===== config.mk =====
export PLATFORM = sky130hd
export DESIGN_NAME = div_scheduler
export DESIGN_NICKNAME = d
export VERILOG_FILES = /design/src/rtl/div_scheduler.sv
export SDC_FILE = /design/constraint.sdc
export NUM_CORES = 1
export LEC_CHECK = 0
export CAP_MARGIN = 0
export CORE_MARGIN = 2
export CORE_UTILIZATION = 57
export DETAILED_ROUTE_END_ITERATION = 8
export PLACE_DENSITY_LB_ADDON = 0.05
export SLEW_MARGIN = 20
export SYNTH_ARGS = -nofsm -noshare
export SYNTH_HDL_FRONTEND = slang
export SYNTH_SLANG_ARGS = --single-unit

===== constraint.sdc =====
create_clock -name clk -period 3.71 [get_ports clk]
set_input_delay 0.5565 -clock clk [delete_from_list [all_inputs] [get_ports clk]]
set_output_delay 0.5565 -clock clk [all_outputs]
set_load 0.02 [all_outputs]

===== src/rtl/div_scheduler.sv =====
`default_nettype none
//============================================================================
// Module   : div_scheduler
// Shared RV32M DIV/DIVU/REM/REMU engine with round-robin requester arbiter.
// Revision : 1.0 - initial release
//============================================================================
module div_scheduler #(
  parameter int XLEN = 32,
  parameter int NREQ = 2,
  parameter int IDW  = 1
) (
  input  logic                 clk,
  input  logic                 reset,
  input  logic [NREQ-1:0]      req_valid,
  output logic [NREQ-1:0]      req_ready,
  input  logic [2*NREQ-1:0]    req_op,
  input  logic [XLEN*NREQ-1:0] req_rs1,
  input  logic [XLEN*NREQ-1:0] req_rs2,
  output logic                 rsp_valid,
  input  logic                 rsp_ready,
  output logic [IDW-1:0]       rsp_id,
  output logic [XLEN-1:0]      rsp_data,
  input  logic                 flush,
  output logic                 busy
);

  localparam int CW = $clog2(XLEN + 1);

  typedef enum logic [2:0] {
    S_IDLE  = 3'd0,
    S_SETUP = 3'd1,
    S_RUN   = 3'd2,
    S_FIXUP = 3'd3,
    S_RESP  = 3'd4
  } state_t;

  state_t          r_state, w_next;
  logic [IDW-1:0]  r_rr, r_id, r_rsp_id, w_grant;
  logic            w_any, w_accept;
  logic [1:0]      r_op, w_op;
  logic [XLEN-1:0] r_rs1, r_rs2, w_rs1, w_rs2;
  logic [XLEN-1:0] r_rem, r_quo, r_div, r_rsp_data;
  logic [CW-1:0]   r_cnt;
  logic            r_neg_q, r_neg_r;
  logic            w_signed, w_div0, w_ovf;
  logic [XLEN-1:0] w_abs1, w_abs2, w_special, w_result, w_rem_sub;
  logic [XLEN:0]   w_rem_sh;
  logic            w_ge;

  // Round-robin search starting at the pointer, wrapping modulo NREQ
  always_comb begin
    w_grant = '0;
    w_any   = 1'b0;
    for (int i = 0; i < NREQ; i++) begin
      if (!w_any && req_valid[(int'(r_rr) + i) % NREQ]) begin
        w_grant = IDW'((int'(r_rr) + i) % NREQ);
        w_any   = 1'b1;
      end
    end
  end

  assign w_accept  = w_any && (r_state == S_IDLE) && !flush && reset;
  assign req_ready = w_accept ? (NREQ'(1) << w_grant) : '0;
  assign w_op      = req_op[int'(w_grant)*2 +: 2];
  assign w_rs1     = req_rs1[int'(w_grant)*XLEN +: XLEN];
  assign w_rs2     = req_rs2[int'(w_grant)*XLEN +: XLEN];

  assign w_signed  = ~r_op[0];
  assign w_abs1    = (w_signed && r_rs1[XLEN-1]) ? (XLEN'(0) - r_rs1) : r_rs1;
  assign w_abs2    = (w_signed && r_rs2[XLEN-1]) ? (XLEN'(0) - r_rs2) : r_rs2;
  assign w_div0    = (r_rs2 == '0);
  assign w_ovf     = w_signed && (r_rs1 == {1'b1, {(XLEN-1){1'b0}}}) && (r_rs2 == '1);

  always_comb begin
    w_special = '0;
    if (w_div0) w_special = r_op[1] ? r_rs1 : '1;
    else        w_special = r_op[1] ? '0 : r_rs1;
  end

  // The shifted partial remainder can exceed XLEN bits, hence the extra MSB
  assign w_rem_sh  = {r_rem, r_quo[XLEN-1]};
  assign w_ge      = (w_rem_sh >= {1'b0, r_div});
  assign w_rem_sub = w_rem_sh[XLEN-1:0] - r_div;

  always_comb begin
    w_result = '0;
    case (r_op)
      2'b00:   w_result = r_neg_q ? (XLEN'(0) - r_quo) : r_quo;
      2'b01:   w_result = r_quo;
      2'b10:   w_result = r_neg_r ? (XLEN'(0) - r_rem) : r_rem;
      default: w_result = r_rem;
    endcase
  end

  always_comb begin
    w_next = r_state;
    case (r_state)
      S_IDLE:  if (w_accept) w_next = S_SETUP;
      S_SETUP: if (flush) w_next = S_IDLE;
               else if (w_div0 || w_ovf) w_next = S_RESP;
               else w_next = S_RUN;
      S_RUN:   if (flush) w_next = S_IDLE;
               else if (r_cnt == CW'(1)) w_next = S_FIXUP;
      S_FIXUP: w_next = flush ? S_IDLE : S_RESP;
      S_RESP:  if (flush || rsp_ready) w_next = S_IDLE;
      default: w_next = S_IDLE;
    endcase
  end

  always_ff @(posedge clk or negedge reset) begin
    if (!reset) r_state <= S_IDLE;
    else        r_state <= w_next;
  end

  always_ff @(posedge clk or negedge reset) begin
    if (!reset) begin
      r_rr       <= '0;
      r_id       <= '0;
      r_op       <= '0;
      r_rs1      <= '0;
      r_rs2      <= '0;
      r_rem      <= '0;
      r_quo      <= '0;
      r_div      <= '0;
      r_cnt      <= '0;
      r_neg_q    <= 1'b0;
      r_neg_r    <= 1'b0;
      r_rsp_id   <= '0;
      r_rsp_data <= '0;
    end else begin
      case (r_state)
        S_IDLE: if (w_accept) begin
          r_op  <= w_op;
          r_rs1 <= w_rs1;
          r_rs2 <= w_rs2;
          r_id  <= w_grant;
          r_rr  <= IDW'((int'(w_grant) + 1) % NREQ);
        end
        S_SETUP: begin
          r_neg_q  <= r_rs1[XLEN-1] ^ r_rs2[XLEN-1];
          r_neg_r  <= r_rs1[XLEN-1];
          r_div    <= w_abs2;
          r_rem    <= '0;
          r_quo    <= w_abs1;
          r_cnt    <= CW'(XLEN);
          r_rsp_id <= r_id;
          if (w_div0 || w_ovf) r_rsp_data <= w_special;
        end
        S_RUN: begin
          r_rem <= w_ge ? w_rem_sub : w_rem_sh[XLEN-1:0];
          r_quo <= {r_quo[XLEN-2:0], w_ge};
          r_cnt <= r_cnt - 1'b1;
        end
        S_FIXUP: r_rsp_data <= w_result;
        default: ;
      endcase
    end
  end

  assign rsp_valid = (r_state == S_RESP);
  assign rsp_id    = r_rsp_id;
  assign rsp_data  = r_rsp_data;
  assign busy      = (r_state != S_IDLE);

endmodule
`default_nettype wire


==> impl_results.rst, run 1 <==
.. list-table::
   :header-rows: 1

   * - Metric
     - Value
   * - Global-route wire length before repair
     - 66,100 um
   * - Final critical-path share of the clock period
     - 0.956
   * - Total via count in the routed design
     - 12,900
   * - Fraction of final layout cells with drive strength greater than 1
     - 0.0673
   * - Main area contributors after synthesis
     - dfrtp_1 37%, o21ai_0 8.7%, mux2i_1 6.7%
   * - Placed wire-length estimate after detailed placement
     - 30,400 um
   * - Total Power
     - 0.0141 W
   * - H-tree Lvls
     - 1
   * - Initial core utilization
     - 0.578
   * - Number of placement rows
     - 57
   * - M1 GR Usage
     - 0.485
   * - Worst vdd ir
     - ~0.57 mV
   * - I/O Pins
     - 175
   * - Critical path fanouts, max
     - 26
   * - Die height
     - 161 um
   * - Cell count after placement
     - 2,093
   * - Clock tree from TritonCTS
     - yes
   * - Std-Cell Core Area
     - between 0.02 and 0.025 sq mm
   * - Detailed Routing Iterations Pass 1
     - 5
   * - Final layout net count
     - 1,973
   * - IO Port Bufs
     - 174
   * - Pwr/cell area
     - 829 mW/mm^2
   * - Worst skew pair latency
     - 0.53 ns
   * - Aggregate global routing overflow
     - 0
   * - Final wirelength
     - 41,200 um
   * - GPL Wtd Cong
     - between 0.9 and 1
   * - TritonCTS Buffers
     - 24
   * - Met2 Resource Use GR
     - 0.475
   * - Post-CTS setup buffer count
     - 0
   * - Initial DRC Count
     - between 1,000 and 1,500
   * - Final worst clock skew
     - around 0.017 ns
   * - Mapped cell area
     - around 0.014 sq mm
   * - Startpoint of the most critical register-to-register path
     - r_rs1[4]
   * - Global-route total usage across every layer
     - 0.319
   * - Pin count of the biggest net entering global routing
     - 136
   * - GR Util met3
     - 0.0555
   * - Final setup viols
     - 0
   * - Crit path required time
     - 4.18 ns
   * - Max-slew violation count
     - 0
   * - Reg-to-reg slack, setup
     - 0.16 ns
   * - Crit Path Class
     - flip-flop to flip-flop
   * - Relative slew slack
     - 0.393
   * - Hold crit path type
     - input port to async pin
   * - Post-synth cell types
     - 72
   * - Cell type contributing the most total cell area after synthesis
     - dfrtp_1
   * - Leak
     - 7.65 nW
   * - Endpoint of the worst-slack reg-to-reg timing path
     - rsp_data[29]
   * - Dominant combinational cell family by area after synthesis
     - compound AO/OA/AOI/OAI gates
   * - Synth Flop Type
     - dfrtp_1
   * - Mean instance size in the synthesized netlist
     - 8.52 sq um
   * - Buffer and inverter count on the worst path
     - 1
   * - Cells along the critical path
     - nor3_1 -> nand3b_1 -> nor3b_1 -> and3_1 -> nand4_1 -> and2_1 -> a21o_2 -> buf_4 -> a21oi_1 -> a21o_1
   * - Startpoint class of the critical path
     - flip-flop
   * - Share of the synthesized area in the top cell type
     - 0.372
   * - Fin. Hold Viols
     - 0
   * - Portion of the post-synthesis area used by sequential elements
     - 0.372
   * - Most heavily used metal layer in global routing
     - met1
   * - Adder-cell share of the synthesized area
     - 0.0363
   * - Post-detailed-route via-to-cell ratio
     - 6.06
   * - Top Family by Delay on Critical Path
     - simple AND/OR/NAND/NOR gates
   * - Maximum buffer depth of the clock tree
     - 3
   * - Arrival time at the worst endpoint
     - 4.01 ns
   * - Post-route insts no fill
     - approximately 2,100
   * - Share of synthesized cell area in and, or, nand and nor gates
     - 0.162
   * - Count of maximum capacitance violations
     - 0
   * - Antenna Diode Count
     - 0
   * - Die span in x
     - between 150 and 200 um
   * - Path depth of the worst reg2reg path
     - 10
   * - Detail-routed net length per standard cell
     - 19.3 um
   * - Area fraction in compound gates after synthesis
     - 0.230
   * - Count of instances resized after the clock tree is built
     - 0
   * - EDFF count, synth
     - 0
   * - Clock Root Buffer
     - clkbuf_16
   * - Critical Path Sink Type
     - flip-flop
   * - Number of design rule violations left after detail routing
     - 0
   * - Multiplexer share of the synthesized area
     - 0.0690
   * - Number of global-route vias before repair
     - roughly 12,000
   * - Run status
     - finished clean
   * - Number of fill cells in the layout
     - 1,948
   * - Total die area
     - roughly 0.026 sq mm
   * - Slowest stage cell, crit path
     - nor3_1
   * - Syn Inst Count
     - 1,641
   * - Hold buffer count at cts
     - 0
   * - Leading post-synthesis cells by instance count
     - 242 x o21ai_0, 208 x dfrtp_1, 204 x nand2_1, 111 x a21oi_1, 93 x mux2i_1
   * - Setup_tns
     - 0 ns
   * - FF+latch count, synth
     - 208
   * - Min Clock Period, post-route
     - between 3 and 4 ns
   * - Clock-pin slew on the worst setup and hold paths
     - 0.06 ns
   * - Clock sink count
     - ~210
   * - Initial antenna violation count
     - 1
   * - Synthesis Warnings
     - 0
   * - Max frequency
     - 282 MHz
   * - Worst path max stage delay
     - 0.58 ns
   * - Synthesis-to-layout area growth
     - 22.1%
   * - Routed Antenna Nets
     - 0
   * - Post-synthesis net count
     - 1,819
   * - XOR/XNOR share of the synthesized area
     - 0.0852
   * - Share of flip-flops with an asynchronous set or reset after synthesis
     - 1.00
   * - Slew at the pin with the worst max-slew slack
     - around 0.91 ns
   * - Most frequent cell after synthesis
     - o21ai_0
where the power goes:
group | switching, W | internal, W
registers | 0.00111 | 0.00304
logic | 0.00412 | 0.00331
clock network | 0.000981 | 0.00158
total | 0.00621 | 0.00794
flip-flops by register name (all words and copies together) (netlist names), 2 cells and up:
name / flops
r_cnt: 6
r_div: 32
r_op: 2
r_quo: 32
r_rem: 32
r_rs1: 32
r_rs2: 32
r_state: 3
rsp_data: 32
layout make-up:
type	instances	area (sq um)	share of cell area
Multi-Input combinational cell	1272	8200	0.480
Sequential cell	208	5210	0.305
Timing Repair Buffer	226	2170	0.127
Clock buffer	31	688	0.0403
Tap cell	324	405	0.0237
Inverter	63	236	0.0139
Clock inverter	12	166	0.00975
metal layers:
metal  vias up  wire length [um]
met2       581             17700
met5         -                 0
li1       6167                 -
met1      6136             18800
met4         0               927
met3        61              3800
kinds of logic (layout without fill, tap and decap cells):
kind of cell | after synthesis | after routing
AO/OA/AOI/OAI | 535 | 535
AND/OR/NAND/NOR | 466 | 466
flip-flops | 208 | 208
buffers and inverters | 161 | 332
XOR/XNOR | 136 | 136
multiplexers | 95 | 95
adder cells (fa/ha/maj) | 40 | 40
cell usage in the layout, fill, tap and decap left out, types with 11 or more instances in the layout:
master / synthesis / layout
buf_4: 0 / 49
or4_1: 12 / 12
clkdlybuf4s50_1: 0 / 173
nor2_1: 88 / 87
clkbuf_16: 0 / 25
nand2_1: 204 / 203
ha_1: 39 / 39
nand2b_1: 17 / 17
nor4_1: 11 / 11
o31ai_1: 19 / 19
a22oi_1: 32 / 32
a21oi_1: 111 / 111
nand3_1: 18 / 18
xor2_1: 45 / 45
dfrtp_1: 208 / 207
o21ai_0: 242 / 242
nor3_1: 27 / 26
mux2i_1: 93 / 93
nor2b_1: 11 / 11
nand4_1: 14 / 14
xnor2_1: 91 / 91
o211ai_1: 24 / 24
a21o_1: 36 / 35
inv_1: 63 / 63
or3_1: 16 / 15
worst register-to-register path, delay by kind of cell, from the launching register on:
| kind | cells | cell delay (ns) |
|---|---|---|
| simple gates | 6 | 1.88 |
| flops | 1 | 0.47 |
| buf+inv | 1 | 0.32 |
| compound gates | 3 | 0.81 |
per-stage QoR:
step	utilization	area (sq um)	worst slack, ns	hold slack (ns)
floorplan	-	14000	0.677	0.261
global placement	0.670	16200	0.421	0.457
detailed placement	0.670	16200	0.334	0.465
CTS	0.706	17100	0.296	0.167
global route	0.706	17100	-0.0155	0.201
finish	0.706	17100	0.163	0.163
worst max path at each step:
stage	from	end	slack (ns)	depth (start not counted)
after floorplan	r_quo[31]	r_rem[30]	0.68	13
after global placement	r_quo[31]	r_rem[30]	0.42	13
after detailed placement	r_quo[31]	r_rem[30]	0.33	13
after CTS	r_quo[31]	r_rem[30]	0.30	13
after global routing	r_quo[31]	r_rem[30]	-0.02	13
final	r_rs1[4]	rsp_data[29]	0.16	10
(Power assumes the default switching activity.)
==> run 2: changes to the inputs <==
--- a/config.mk
+++ b/config.mk
@@ -10,6 +10,7 @@
 export CORE_UTILIZATION = 57
 export DETAILED_ROUTE_END_ITERATION = 8
 export PLACE_DENSITY_LB_ADDON = 0.05
+export SETUP_SLACK_MARGIN = 0.1
 export SLEW_MARGIN = 20
 export SYNTH_ARGS = -nofsm -noshare
 export SYNTH_HDL_FRONTEND = slang
==> run 2 against run 1 <==
Against the previous run: worst hold slack got worse by 0.0012 ns; worst setup slack improved by 0.18 ns; register-to-register slack improved by 0.18 ns; final cell count did not move; non-clock buffer count did not move; maximum frequency rose by 5.4%; sequential power barely moved.
==> impl_results.rst, run 2 (synthesis gave the netlist of run 1 again) <==
.. list-table::
   :header-rows: 1

   * - Metric
     - Value
   * - Run status
     - finished clean
   * - Antenna Diode Count
     - 0 (unchanged)
   * - Startpoint class of the critical path
     - flip-flop
   * - Post-CTS setup buffer count
     - 0 (unchanged)
   * - RSZ-0062 raised after global routing
     - true
   * - Count of maximum capacitance violations
     - 0 (unchanged)
   * - Number of global-route vias before repair
     - 12,100 (unchanged)
   * - H-tree Lvls
     - 1 (unchanged)
   * - Most heavily used metal layer in global routing
     - met1
   * - Total via count in the routed design
     - 12,900 (-0.085%)
   * - Top library cells by usage in the layout, fill and taps aside
     - 241 x o21ai_0, 207 x dfrtp_1, 203 x nand2_1, 173 x clkdlybuf4s50_1, 111 x a21oi_1
   * - Path depth of the worst reg2reg path
     - 13 (+3)
   * - Reg-to-reg slack, setup
     - 0.34 ns (+0.18 ns)
   * - Number of placement rows
     - 57 (unchanged)
   * - Fraction of final layout cells with drive strength greater than 1
     - 0.0679 (+0.000552)
   * - TritonCTS Buffers
     - 24 (unchanged)
   * - Die span in x
     - 161 um (unchanged)
   * - Startpoint of the most critical register-to-register path
     - r_quo[31]
   * - Std-Cell Core Area
     - 0.0242 sq mm (unchanged)
   * - Leak
     - 7.65 nW (about the same)
   * - Initial antenna violation count
     - 1 (unchanged)
   * - Endpoint of the worst-slack reg-to-reg timing path
     - r_rem[30]
   * - Hold buffer count at cts
     - 0 (unchanged)
   * - Routed Antenna Nets
     - 0 (unchanged)
   * - Critical Path Sink Type
     - flip-flop
   * - Final worst clock skew
     - 0.0175 ns (+0.000644 ns)
   * - Clock Root Buffer
     - clkbuf_16
   * - IO Port Bufs
     - 174 (unchanged)
   * - Number of fill cells in the layout
     - 1,947 (-0.051%)
   * - Slew at the pin with the worst max-slew slack
     - 0.905 ns (-0.00625 ns)
   * - I/O Pins
     - 175 (unchanged)
   * - Worst skew pair latency
     - 0.53 ns (about the same)
   * - Final critical-path share of the clock period
     - 0.907 (-0.0489)
   * - Worst vdd ir
     - 0.577 mV (+0.41%)
   * - Crit Path Class
     - flip-flop to flip-flop
   * - Number of design rule violations left after detail routing
     - 0 (unchanged)
   * - Pwr/cell area
     - 829 mW/mm^2 (about the same)
   * - Post-detailed-route via-to-cell ratio
     - 6.06 (about the same)
   * - Setup_tns
     - 0 ns (unchanged)
   * - Most common cell after layout, fill and taps aside
     - o21ai_0
   * - Area of all sequential standard cells
     - 0.00521 sq mm (unchanged)
   * - Pre-CTS worst setup slack
     - 0.334 ns (unchanged)
   * - Max frequency
     - 297 MHz (+5.4%)
   * - Clock tree from TritonCTS
     - yes
   * - Total area of multi-input combinational cells
     - 0.00820 sq mm (about the same)
   * - Detailed Routing Iterations Pass 1
     - 6 (+1)
   * - GR Util met3
     - 0.0555 (unchanged)
   * - Pin count of the biggest net entering global routing
     - 136 (unchanged)
   * - M1 GR Usage
     - 0.485 (unchanged)
   * - Critical path fanouts, max
     - 4 (-85%)
   * - Maximum buffer depth of the clock tree
     - 3 (unchanged)
   * - Final layout net count
     - 1,973 (unchanged)
   * - Synthesis-to-layout area growth
     - 22.2% (about the same)
   * - Hold WS
     - 0.161 ns (-0.00119 ns)
   * - Clock sink count
     - 208 (unchanged)
   * - Die height
     - 161 um (unchanged)
   * - Final wirelength
     - 41,200 um (-0.13%)
   * - Total Power
     - 0.0142 W (about the same)
   * - Final setup viols
     - 0 (unchanged)
   * - Fin. Hold Viols
     - 0 (unchanged)
   * - GPL Wtd Cong
     - 0.952 (unchanged)
   * - Initial DRC Count
     - 1,243 (+2.1%)
   * - Crit path required time
     - 4.14 ns (-0.04 ns)
   * - Arrival time at the worst endpoint
     - 3.80 ns (-0.21 ns)
   * - Initial core utilization
     - 0.578 (unchanged)
   * - Clock-pin slew on the worst setup and hold paths
     - 0.06 ns (about the same)
   * - Total die area
     - 0.0258 sq mm (unchanged)
   * - Hold crit path type
     - input port to async pin
   * - Post-route worst setup slack
     - 0.345 ns (+0.182 ns)
   * - Aggregate global routing overflow
     - 0 (unchanged)
   * - Detail-routed net length per standard cell
     - 19.3 um (-0.13%)
   * - Max-slew violation count
     - 0 (unchanged)
   * - Post-route insts no fill
     - 2,136 (unchanged)
   * - Placed wire-length estimate after detailed placement
     - 30,400 um (unchanged)
   * - Cell count after placement
     - 2,093 (unchanged)
   * - Global-route wire length before repair
     - 66,100 um (unchanged)
   * - Met2 Resource Use GR
     - 0.475 (unchanged)
   * - Global-route total usage across every layer
     - 0.319 (unchanged)
   * - Relative slew slack
     - 0.397 (+0.00417)
   * - Min Clock Period, post-route
     - 3.37 ns (-0.182 ns)
[run 2: cell count changes in the layout (fill, tap and decap cells not counted)]
cell     previous run  this run
o21ai_1             0         1
o21ai_0           242       241
nor3_1             26        25
nor3_2              1         2
[run 2: repair_timing]
action                                 4_1_cts  5_1_grt
endpoints found under the hold margin        0        0
gates resized for setup                      0        5
setup endpoints to repair                    0        9
[run 2: how the worst max path moves through the flow]
stage,startpoint,to,slack (ns),depth (start not counted)
after global placement,r_quo[31],r_rem[30],0.42,13
after CTS,r_quo[31],r_rem[30],0.30,13
final,r_quo[31],r_rem[30],0.34,13
after floorplan,r_quo[31],r_rem[30],0.68,13
after detailed placement,r_quo[31],r_rem[30],0.33,13
after global routing,r_quo[31],r_rem[30],-0.02,13
[run 2: worst max-delay path, cell delays in order, from the launching register on]
cell	delay, ns
dfrtp_1	0.41
inv_1	0.07
ha_1	0.16
inv_1	0.05
fa_1	0.40
nand2_1	0.11
a21oi_1	0.15
o41ai_4	0.27
a31oi_1	0.26
a221oi_2	0.37
o21ai_0	0.27
a2111oi_2	0.44
nor3_1	0.11
o31ai_1	0.19
[run 2: through the flow]
| stage | util | area, sq um |
|---|---|---|
| floorplan | - | 14000 |
| global placement | 0.670 | 16200 |
| detailed placement | 0.670 | 16200 |
| CTS | 0.706 | 17100 |
| global route | 0.706 | 17100 |
| finish | 0.706 | 17100 |
[run 2: area by class of cell]
cell class / count / share of cell area
clock buffers: 31 / 0.0403
clock inverters: 12 / 0.00974
inverters: 63 / 0.0138
multi-input cells: 1272 / 0.480
flip-flops and latches: 208 / 0.305
well taps: 324 / 0.0237
repair buffers: 226 / 0.127
[run 2: layer usage]
metal | vias to the layer above | routed length, um
met4 | 0 | 880
met3 | 48 | 3740
met1 | 6119 | 18900
met2 | 586 | 17700
li1 | 6181 | -
met5 | - | 0
[run 2: power breakdown]
| group | total (W) | switching, W | internal [W] |
|---|---|---|---|
| Sequential | 0.00415 | 0.00111 | 0.00304 |
| Clock | 0.00256 | 0.000981 | 0.00158 |
| Combinational | 0.00744 | 0.00412 | 0.00332 |
